## config.mk

```make
export PLATFORM = sky130hd
export DESIGN_NAME = gate_response_misr_flat
export DESIGN_NICKNAME = d
export VERILOG_FILES = /design/src/rtl/gate_response_misr_if.sv /design/src/rtl/gate_response_misr.sv /design/src/flat_wrapper.sv
export SDC_FILE = /design/constraint.sdc
export NUM_CORES = 1
export LEC_CHECK = 0
export ABC_AREA = 0
export CAP_MARGIN = 5
export CELL_PAD_IN_SITES_DETAIL_PLACEMENT = 2
export CELL_PAD_IN_SITES_GLOBAL_PLACEMENT = 2
export CORE_AREA = 2 2 100 102
export CTS_BUF_LIST = sky130_fd_sc_hd__clkbuf_4
export DETAILED_ROUTE_END_ITERATION = 16
export DIE_AREA = 0 0 102 104
export GPL_ROUTABILITY_DRIVEN = 0
export GPL_TIMING_DRIVEN = 0
export PLACE_DENSITY_LB_ADDON = 0.08
export SLEW_MARGIN = 20
export SYNTH_ARGS = -nofsm -noshare
export SYNTH_HDL_FRONTEND = slang
export SYNTH_SLANG_ARGS = --single-unit
```

## constraint.sdc

```tcl
create_clock -name i_clk -period 3.8 [get_ports i_clk]
set_input_delay 0.76 -clock i_clk [delete_from_list [all_inputs] [get_ports i_clk]]
set_output_delay 0.76 -clock i_clk [all_outputs]
set_load 0.01 [all_outputs]
```

## src/rtl/gate_response_misr_if.sv

```systemverilog
// rtl/gate_response_misr_if.sv - response vector valid/ready handshake bundle
//
// Purpose: carries one gate-model response vector per transfer.
// Signals:
//   resp_valid  producer -> block  resp holds a valid vector
//   resp        producer -> block  response vector (RESP_W bits)
//   resp_ready  block -> producer  block accepts resp this cycle
// Modports: master (producer side), slave (compactor side).
interface gate_response_misr_if #(
  parameter int RESP_W = 10
);
  logic              resp_valid;
  logic [RESP_W-1:0] resp;
  logic              resp_ready;

  modport master (output resp_valid, output resp, input resp_ready);
  modport slave  (input resp_valid, input resp, output resp_ready);
endinterface

```

## src/rtl/gate_response_misr.sv

```systemverilog
// rtl/gate_response_misr.sv - MISR response compactor with pass/fail check
//
// Purpose: folds accepted response vectors into a multiple-input signature
// register, counts them, and compares the final signature to a golden value.
// Ports:
//   i_clk           system clock, rising edge
//   i_rst_n         asynchronous active-low reset
//   i_start         begin a run (honoured in IDLE or DONE only)
//   i_num_vec       vectors to compact, latched on an accepted start
//   i_expected_sig  golden signature, sampled at the completion edge
//   bus             response handshake (slave side)
//   o_busy          high while a run is in progress
//   o_done          high once the run has finished
//   o_pass          signature matched expected; valid while o_done=1
//   o_signature     current MISR contents
//   o_vec_count     vectors accepted in the current run
module gate_response_misr #(
  parameter int               RESP_W = 10,
  parameter int               SIG_W  = 16,
  parameter int               CNT_W  = 16,
  parameter logic [SIG_W-1:0] POLY   = 16'h1021,
  parameter logic [SIG_W-1:0] SEED   = 16'h0000
) (
  input  logic                 i_clk,
  input  logic                 i_rst_n,
  input  logic                 i_start,
  input  logic [CNT_W-1:0]     i_num_vec,
  input  logic [SIG_W-1:0]     i_expected_sig,
  gate_response_misr_if.slave  bus,
  output logic                 o_busy,
  output logic                 o_done,
  output logic                 o_pass,
  output logic [SIG_W-1:0]     o_signature,
  output logic [CNT_W-1:0]     o_vec_count
);

  typedef enum logic [1:0] {
    S_IDLE = 2'd0,
    S_RUN  = 2'd1,
    S_DONE = 2'd2
  } state_t;

  state_t           r_state;
  logic [SIG_W-1:0] r_sig;
  logic [CNT_W-1:0] r_cnt;
  logic [CNT_W-1:0] r_num;
  logic             r_pass;

  state_t           w_state_d;
  logic [SIG_W-1:0] w_sig_d;
  logic [CNT_W-1:0] w_cnt_d;
  logic [CNT_W-1:0] w_num_d;
  logic             w_pass_d;

  logic [SIG_W-1:0] w_resp_ext;
  logic [SIG_W-1:0] w_sig_next;
  logic [CNT_W-1:0] w_cnt_inc;

  // Response is zero-extended into the low bits of the signature.
  always_comb begin
    w_resp_ext               = '0;
    w_resp_ext[RESP_W-1:0]   = bus.resp;
  end

  assign w_sig_next = {r_sig[SIG_W-2:0], 1'b0}
                    ^ (r_sig[SIG_W-1] ? POLY : '0)
                    ^ w_resp_ext;
  assign w_cnt_inc  = r_cnt + CNT_W'(1);

  always_ff @(posedge i_clk or negedge i_rst_n) begin
    if (!i_rst_n) begin
      r_state <= S_IDLE;
      r_sig   <= SEED;
      r_cnt   <= '0;
      r_num   <= '0;
      r_pass  <= 1'b0;
    end else begin
      r_state <= w_state_d;
      r_sig   <= w_sig_d;
      r_cnt   <= w_cnt_d;
      r_num   <= w_num_d;
      r_pass  <= w_pass_d;
    end
  end

  always_comb begin
    w_state_d = r_state;
    w_sig_d   = r_sig;
    w_cnt_d   = r_cnt;
    w_num_d   = r_num;
    w_pass_d  = r_pass;
    case (r_state)
      S_IDLE, S_DONE: begin
        if (i_start) begin
          w_sig_d  = SEED;
          w_cnt_d  = '0;
          w_num_d  = i_num_vec;
          if (i_num_vec == '0) begin
            // Empty run: the seed itself is the final signature.
            w_state_d = S_DONE;
            w_pass_d  = (SEED == i_expected_sig);
          end else begin
            w_state_d = S_RUN;
            w_pass_d  = 1'b0;
          end
        end
      end
      S_RUN: begin
        // resp_ready is high for the whole of RUN, so valid alone is an accept.
        if (bus.resp_valid) begin
          w_sig_d = w_sig_next;
          w_cnt_d = w_cnt_inc;
          if (w_cnt_inc == r_num) begin
            w_state_d = S_DONE;
            w_pass_d  = (w_sig_next == i_expected_sig);
          end
        end
      end
      default: begin
        w_state_d = S_IDLE;
      end
    endcase
  end

  assign bus.resp_ready = (r_state == S_RUN);
  assign o_busy         = (r_state == S_RUN);
  assign o_done         = (r_state == S_DONE);
  assign o_pass         = r_pass;
  assign o_signature    = r_sig;
  assign o_vec_count    = r_cnt;

endmodule

```

## src/flat_wrapper.sv

```systemverilog
// flat-port wrapper written by rule: the top's interface ports become plain ports
module gate_response_misr_flat 
#(
  parameter int               RESP_W = 10,
  parameter int               SIG_W  = 16,
  parameter int               CNT_W  = 16,
  parameter logic [SIG_W-1:0] POLY   = 16'h1021,
  parameter logic [SIG_W-1:0] SEED   = 16'h0000
)
  (i_clk, i_rst_n, i_start, i_num_vec, i_expected_sig, o_busy, o_done, o_pass, o_signature, o_vec_count, bus_resp_valid, bus_resp, bus_resp_ready);
  gate_response_misr_if #(.RESP_W(RESP_W)) bus_i ();
  input  logic i_clk;
  input  logic i_rst_n;
  input  logic i_start;
  input  logic [CNT_W-1:0] i_num_vec;
  input  logic [SIG_W-1:0] i_expected_sig;
  output logic o_busy;
  output logic o_done;
  output logic o_pass;
  output logic [SIG_W-1:0] o_signature;
  output logic [CNT_W-1:0] o_vec_count;
  input wire logic [$bits(bus_i.resp_valid)-1:0] bus_resp_valid;
  input wire logic [$bits(bus_i.resp)-1:0] bus_resp;
  output wire logic [$bits(bus_i.resp_ready)-1:0] bus_resp_ready;
  assign bus_i.resp_valid = bus_resp_valid;
  assign bus_i.resp = bus_resp;
  assign bus_resp_ready = bus_i.resp_ready;
  gate_response_misr #(.RESP_W(RESP_W), .SIG_W(SIG_W), .CNT_W(CNT_W), .POLY(POLY), .SEED(SEED)) u_core (.i_clk(i_clk), .i_rst_n(i_rst_n), .i_start(i_start), .i_num_vec(i_num_vec), .i_expected_sig(i_expected_sig), .bus(bus_i), .o_busy(o_busy), .o_done(o_done), .o_pass(o_pass), .o_signature(o_signature), .o_vec_count(o_vec_count));
endmodule
```

# [Yosys cells after proc, flatten, opt, wreduce, memory -nomap -nowiden]
# Index checks and enable logic that the tools add are counted.
# W data, S select, Z words.
[totals] input_bits=46 output_inout_bits=36 ff_bits=51
[op_classes] n_bitwise=2 mux=16 n_reduce_logical=9 addsub=1 n_eq_ne=7
[ops] operator="$pmux W16 S2" count=2
[ops] operator="$mux W16" count=3
[ops] operator="$eq A16 B16 Y1" count=2
[ops] operator="$logic_not A16 Y1" count=2
[ops] operator="$add A16 B1 Y16 const B" count=1
[ops] operator="$xor A16 B10 Y16" count=1
[ops] operator="$xor A16 B16 Y16" count=1
[ops] operator="$mux W13" count=1
[ops] operator="$mux W2" count=4
[ops] operator="$reduce_and A3 Y1" count=2
[ops] operator="$mux W1" count=4
[ops] operator="$ne A2 B2 Y1 const B" count=2
[ops] operator="$pmux W2 S2" count=1
[ops] operator="$reduce_and A4 Y1" count=1
[ops] operator="$eq A2 B1 Y1 const B" count=1
[ops] operator="$eq A2 B2 Y1 const B" count=1
[ops] operator="$logic_not A2 Y1" count=1
[ops] operator="$ne A2 B1 Y1 const B" count=1
[ops] operator="$pmux W1 S2" count=1
[ops] operator="$reduce_and A2 Y1" count=1
[ops] operator="$reduce_bool A2 Y1" count=1
[ops] operator="$reduce_or A2 Y1" count=1

# [Longest topological paths before layout]
# Gate-level depths: netlist of run 1.
[logic_depth] ltp_word=7 depth_mapped=9

# [Worst setup path before layout of run 1]
# OpenSTA, ideal clock, no wires.
[synth_path] path_kind="register -> register" startpoint="register u_core.r_cnt[0] (netlist: u_core.o_vec_count[0])" endpoint="register u_core.r_pass (netlist: u_core.o_pass)" period_less_slack_ps=2328 required_ps=3721 path_buffers=1 arrival_ps=2249 setup_time_ps=79 stages_incl_launch_ff=10 setup_slack_ps=1472 path_cell_list="dfrtp_1 -> ha_1 -> and4_1 -> clkbuf_1 -> nand2_1 -> nor3b_1 -> o31a_1 -> o2111ai_2 -> o31ai_4 -> mux2i_1"
[synth_between] elab_chain_len=4
[synth_rtl] item="start, declared" line_no="gate_response_misr.sv:45" text="logic [CNT_W-1:0] r_cnt;"
[synth_rtl] item="start signal, assigned" line_no="gate_response_misr.sv:80" text="r_cnt <= w_cnt_d;"
[synth_rtl] item="$add A16 B1 Y16" line_no="gate_response_misr.sv:68" text="assign w_cnt_inc = r_cnt + CNT_W'(1);"
[synth_rtl] item="$eq A16 B16 Y1" line_no="gate_response_misr.sv:113" text="if (w_cnt_inc == r_num) begin"
[synth_rtl] item="$ne A2 B1 Y1 (no line)"
[synth_rtl] item="$reduce_and A4 Y1 (no line)"
[synth_rtl] item="end signal, assigned" line_no="gate_response_misr.sv:82" text="r_pass <= w_pass_d;"
[synth_rtl] item="end, declared" line_no="gate_response_misr.sv:47" text="logic r_pass;"
# No other way between the ends.
# A chain may end at the register's enable or synchronous reset.

# [Final worst setup path of run 1]
# Same ends and word-level chain as after synthesis.

==> qor.yml, run 1 <==
drtIter0Drc: 82
layout_min_cycle_time_ns: 2.89
p_leak_uw: 0.00160
drcViolationCount: 0
synthTopCellsByArea: "dfrtp_1 42%, xnor2_1 9.7%, mux2_2 5.9%, o21ai_0 5.1%, nand3_1 4.6%"
cap_violations: 0
yosysMostFrequentCell: "dfrtp_1"
slowest_delay_ns: 0.57
synth.avg_cell_area_sq_um: 9.62
p_sw_uw: 804
viasPerCell: 5.15
tightest_slew_ns: 0.736
p_int_uw: 1360
ant_nets: 0
holdBufCountCts: 0
fin_crit_sh: 0.761
first_global_vias: 3056
post_cts_resized: 0
maxSlewHeadroom: 0.509
worstPathRequired_ns: 4.12
rsz0062_at_grt: "no"
setup_violations: 0
cts_made_buffers: 5
critPathKind: "flop to flop"
clock_sinks: 51
nNetsFinal: 454
synth_top_area_frac: 0.416
status: "completed"
antenna_cells: 0
antenna_found_initial: 0
routed_wl_mm: 9.73
worstPathCellList: "ha_1 -> nand4_1 -> nor2_1 -> xnor2_1 -> or3_1 -> and3_4 -> o31ai_4 -> mux2i_1"
vias: 2786
postSynthCellCount: 319
cp.arrival_ns: 3.21
hold_violations: 0
reg2reg_slack_ns: 0.91
cts_tree: "done"
synthTopCellsByCount: "51 x dfrtp_1, 34 x xnor2_1, 31 x o21ai_0, 28 x nand3_1, 25 x nand2_1"
setup_tns_ns: 0
clk_pin_slew_worst_paths_ns: 0.17
clockPowerShare: 0.148
crit_path_start_kind: "flop"
synthFlopType: "dfrtp_1"
fin_worst_skew_ns: 0.0241
die_h_um: 104
cp_max_fo: 8
wl_per_cell_um: 18.0
grt_max_degree: 52
row_count: 36
yosysWarnings: 0
synth_cell_types: 48
clock_latency_ns: 0.40
ys_ff_latch: 51
p_seq_frac: 0.405
p_sw_frac: 0.371
synth.net_count: 366
die-area_sq_um: 10600
drive_gt1_frac: 0.0956
synth-seq-area-share: 0.416
area_growth_pct: 34.2
grt_pass1_wl_mm: 15.9
slowest_stage: "dfrtp_1"
cts-root-buf: "clkbuf_4"
ir_drop_mv: 0.214
synth_edf_count: 0
core_sq_um: 9550
rr_endpoint: "u_core.o_pass$_DFFE_PN0P_"
ios: 82
fp.dieW_um: 102
grt_overflow: 0
cts.path.max_buffers: 2
htreeDepth: 2
fmaxAchievable_ghz: 0.346
dp_hpwl_mm: 7.57
initial_utilization: 0.321
power_density_nw_per_um2: 526
total_power_uw: 2170
rr_worst_depth: 8
async_reset_ff_frac: 1.00
yosys.area.top_type: "dfrtp_1"
timing.rr.start: "u_core.o_vec_count[0]$_DFFE_PN0P_"
cts_setup_buffers: 0
cp-end-kind: "flop"
maxSlewViolCount: 0
min_path_type: "primary input to async pin"
fin_hold_ws_ns: 0.378
first_pass_iters: 4
grt_util_all_layers: 0.193
pwr-share-comb: 0.448
mappedNetlistArea_sq_um: 3070
io_buffer_count: 81
[critical path, delay by kind of cell (launching register included)]
| kind | cells | cell delay, ns |
|---|---|---|
| simple gates | 4 | 1.28 |
| fa+ha+maj | 1 | 0.37 |
| flops | 1 | 0.57 |
| xor+xnor | 1 | 0.14 |
| mux | 1 | 0.22 |
| compound gates | 1 | 0.25 |
[power by group through the flow]
stage	registers, uW	clock network (uW)	logic (uW)
after floorplan	888	0	554
after global placement	884	0	958
after global routing	909	351	1080
after detailed placement	891	0	985
final	878	320	971
after CTS	880	333	991
[kinds of logic after synthesis]
kind of cell	Yosys count	synth area share
and+or+nand+nor	106	0.193
buffers and inverters	26	0.0391
muxes	19	0.0685
AOI/OAI and AO/OA	68	0.142
DFF	51	0.416
xor gates and xnor gates	48	0.137
adders and majority gates	1	0.00408
[metal layers]
metal | global-route usage | wire (um) | vias to the layer above
met5 | 0 | 0 | -
met4 | 0.0390 | 84 | 0
met3 | 0.0316 | 384 | 7
met2 | 0.342 | 5030 | 59
met1 | 0.243 | 4240 | 1388
li1 | - | - | 1332
[cell usage in the layout (no fill, tap or decap), types with 2 or more instances in the layout]
master	netlist	routed
clkdlybuf4s50_1	0	80
dfrtp_1	51	51
xnor2_1	34	34
o21ai_0	31	31
nand3_1	28	28
nand2_1	25	25
mux2_2	16	16
xor2_1	14	14
nor4_1	13	13
clkbuf_1	11	11
o31ai_1	11	11
a21oi_1	9	9
nand4_1	8	8
buf_2	5	5
buf_4	4	5
and3_1	5	5
clkbuf_4	0	5
and2_1	4	4
nor2b_1	3	3
buf_1	3	3
nor2_1	3	3
and4_1	3	3
or3_1	3	3
a31oi_1	3	3
mux2i_1	3	3
inv_1	2	2
nor3b_1	2	2
o2111ai_1	2	2
or4_1	2	2
[sequential cells by signal, summed over array words and instances (netlist names)]
| register | flops |
|---|---|
| u_core.o_pass | 1 |
| u_core.o_signature | 16 |
| u_core.o_vec_count | 16 |
| u_core.r_num | 16 |
| u_core.r_state | 2 |
[layout make-up]
cell class | instances | area, sq um
multi-input cells | 242 | 1670
clock inverters | 3 | 38.8
well taps | 133 | 166
repair buffers | 81 | 808
flip-flops and latches | 51 | 1280
inverters | 2 | 7.51
fillers | 1054 | 5430
plain buffers | 24 | 113
clock buffers | 5 | 37.5
[worst max-delay path by stage]
stage,end,start
floorplan,u_core.o_pass$_DFFE_PN0P_,u_core.o_vec_count[0]$_DFFE_PN0P_
global placement,u_core.o_signature[2]$_DFFE_PN0P_,i_rst_n
detailed placement,u_core.r_num[7]$_DFFE_PN0P_,i_start
CTS,u_core.o_pass$_DFFE_PN0P_,u_core.o_vec_count[0]$_DFFE_PN0P_
global route,u_core.o_pass$_DFFE_PN0P_,u_core.o_vec_count[0]$_DFFE_PN0P_
finish,u_core.o_pass$_DFFE_PN0P_,u_core.o_vec_count[0]$_DFFE_PN0P_
[stage by stage]
step                      instance area, sq um  utilization  cells  worst slack (ns)
after floorplan                           3070            -    319              1.47
after global placement                    4050        0.424    533             0.250
after detailed placement                  4040        0.423    533             0.860
after CTS                                 4120        0.431    541             0.873
after global routing                      4120        0.431    541             0.685
final                                     4120        0.431    541             0.907
Note: power is estimated with default switching activity, not from simulation.
==> run 2, diff against run 1 <==
--- a/config.mk
+++ b/config.mk
@@ -9,10 +9,10 @@
 export CAP_MARGIN = 5
 export CELL_PAD_IN_SITES_DETAIL_PLACEMENT = 2
 export CELL_PAD_IN_SITES_GLOBAL_PLACEMENT = 2
-export CORE_AREA = 2 2 100 102
+export CORE_AREA = 2 2 110 112
 export CTS_BUF_LIST = sky130_fd_sc_hd__clkbuf_4
 export DETAILED_ROUTE_END_ITERATION = 16
-export DIE_AREA = 0 0 102 104
+export DIE_AREA = 0 0 112 114
 export GPL_ROUTABILITY_DRIVEN = 0
 export GPL_TIMING_DRIVEN = 0
 export PLACE_DENSITY_LB_ADDON = 0.08
==> constraint.sdc (replaced) <==
create_clock -name i_clk -period 2.4 [get_ports i_clk]
set_input_delay 0.48 -clock i_clk [delete_from_list [all_inputs] [get_ports i_clk]]
set_output_delay 0.48 -clock i_clk [all_outputs]
set_load 0.01 [all_outputs]
==> qor.yml, run 2 (synthesized netlist as in run 1, its figures left out) <==
dp_hpwl_mm: 8.09
rsz0062_at_grt: "yes"
pwr-share-comb: 0.478
clock_latency_ns: 0.40
multi_input_area_sq_um: 1750
clk_pin_slew_worst_paths_ns: 0.16
fp.dieW_um: 112
routed_wl_mm: 10.8
die_h_um: 114
power_density_nw_per_um2: 810
drive_gt1_frac: 0.164
row_count: 40
p_int_uw: 2150
critical_path.top_delay_family: "simple AND/OR/NAND/NOR gates"
wl_per_cell_um: 19.0
layout_common_cells: "80 x clkdlybuf4s50_1, 48 x dfrtp_1, 34 x xnor2_1"
slowest_delay_ns: 0.44
rr_endpoint: "u_core.o_pass$_DFFE_PN0P_"
maxSlewViolCount: 0
cts_made_buffers: 5
slowest_stage: "dfrtp_2"
clock_sinks: 51
grt_overflow: 0
nNetsFinal: 468
cts_tree: "done"
first_global_vias: 3180
timing.rr.start: "u_core.o_vec_count[0]$_DFFE_PN0P_"
fin_worst_skew_ns: 0.00938
ios: 82
crit_start: "u_core.o_vec_count[0]$_DFFE_PN0P_"
antenna_found_initial: 0
p_sw_uw: 1350
vias: 2872
p_seq_frac: 0.396
cp.arrival_ns: 2.70
hold_violations: 0
first_pass_iters: 4
cts.path.max_buffers: 2
wl_met1_mm: 4.76
die-area_sq_um: 12800
initial_utilization: 0.262
grt_util_all_layers: 0.175
clockPowerShare: 0.125
cap_violations: 0
reg2reg_slack_ns: 0.04
ant_nets: 0
drcViolationCount: 0
wl_met2_mm: 5.42
tightest_slew_ns: 0.747
fin_crit_sh: 0.985
crit_path_start_kind: "flop"
drtIter0Drc: 63
worstPathRequired_ns: 2.73
viasPerCell: 5.05
maxSlewHeadroom: 0.502
status: "completed"
cts-root-buf: "clkbuf_4"
final_util: 0.370
seqCellArea_sq_um: 1280
area_growth_pct: 41.1
nFillCells: 1307
total_power_uw: 3510
grt_max_degree: 31
htreeDepth: 2
worstPathCellList: "ha_4 -> nand4_1 -> buf_4 -> nor2_4 -> xnor2_1 -> or3_1 -> and3_4 -> o31ai_4 -> mux2i_1"
rr_worst_depth: 9
fin_hold_ws_ns: 0.509
setup_violations: 0
p_leak_uw: 0.00167
core_sq_um: 11700
cp-end-kind: "flop"
ir_drop_mv: 0.289
p_sw_frac: 0.386
layout_min_cycle_time_ns: 2.36
final_area_sq_um: 4330
antenna_cells: 0
fmaxAchievable_ghz: 0.423
placedCellCount: 548
cp_max_fo: 8
critPathKind: "flop to flop"
min_path_type: "primary input to async pin"
path_buf_inv: 1
final_common_cell: "clkdlybuf4s50_1"
maxUsedRoutingLayer: "met4"
finalNonFillerCells: 569
met3WireLength_um: 537
placed_cell_area_sq_um: 4080
grt_pass1_wl_mm: 17.7
io_buffer_count: 81
run 2: changes by cell type in the layout (fill, tap and decap cells not counted), sizes merged:
cell,delta
bufinv,-1
dlygate4sd3,+1
clkinvlp,+1
buf,+13
clkinv,-1
clkbuf,+1
run 2: worst max-delay path by stage:
stage / end / slack, ns / cells after the start
after floorplan: u_core.o_pass$_DFFE_PN0P_ / 0.07 / 9
after CTS: u_core.o_pass$_DFFE_PN0P_ / -0.02 / 8
after global placement: u_core.o_signature[2]$_DFFE_PN0P_ / -1.02 / 1
after global routing: u_core.o_pass$_DFFE_PN0P_ / -0.07 / 9
final: u_core.o_pass$_DFFE_PN0P_ / 0.04 / 9
after detailed placement: u_core.o_pass$_DFFE_PN0P_ / -0.46 / 8
run 2: final cells by class:
type                            instances  area share
Inverter                                2     0.00173
Multi-Input combinational cell        242       0.403
Clock inverter                          2     0.00289
Sequential cell                        51       0.296
Clock buffer                            6      0.0104
Tap cell                              147      0.0425
Timing Repair Buffer                   96       0.216
Buffer                                 23      0.0275
run 2: layer usage:
layer,GRT usage,up-vias
li1,-,1363
met1,0.217,1435
met2,0.316,69
met3,0.0383,5
met4,0.0374,0
met5,0,-
run 2: power groups by stage:
stage          clock network [uW]  registers (uW)  logic (uW)
2_1_floorplan                   0            1410         877
3_3_place_gp                    0            1400        1530
3_5_place_dp                    0            1410        1570
4_1_cts                       464            1400        1650
5_1_grt                       497            1440        1860
6_report                      439            1390        1680
run 2: what timing repair did:
action / in CTS / in global routing
hold buffers: 1 / 0
resized for setup: 9 / 15
hold endpoints to repair: 21 / 0
cloned: 0 / 0
pin swaps: 3 / 3
endpoints found under the setup margin: 5 / 7
buffers inserted: 5 / 8
run 2: metrics by stage:
step / setup slack, ns / setup TNS, ns
2_1_floorplan: 0.0719 / 0
3_3_place_gp: -1.02 / -57.89
3_5_place_dp: -0.462 / -7.37
4_1_cts: -0.0246 / -0.0246
5_1_grt: -0.0682 / -0.0933
6_report: 0.0364 / 0
run 2: worst reg2reg max path, cell delays in order, from the launching register on:
cell	delay, ns
dfrtp_2	0.44
ha_4	0.20
nand4_1	0.18
buf_4	0.20
nor2_4	0.19
xnor2_1	0.08
or3_1	0.35
and3_4	0.20
o31ai_4	0.26
mux2i_1	0.20
==> run 3, diff against run 2 <==
--- a/config.mk
+++ b/config.mk
@@ -11,9 +11,9 @@
 export CELL_PAD_IN_SITES_GLOBAL_PLACEMENT = 2
 export CORE_AREA = 2 2 110 112
 export CTS_BUF_LIST = sky130_fd_sc_hd__clkbuf_4
+export CTS_CLUSTER_DIAMETER = 150
 export DETAILED_ROUTE_END_ITERATION = 16
 export DIE_AREA = 0 0 112 114
-export GPL_ROUTABILITY_DRIVEN = 0
 export GPL_TIMING_DRIVEN = 0
 export PLACE_DENSITY_LB_ADDON = 0.08
 export SLEW_MARGIN = 20
==> results of run 3 <==
Same layout as run 2: the final DEF is identical, and so are final timing and power.
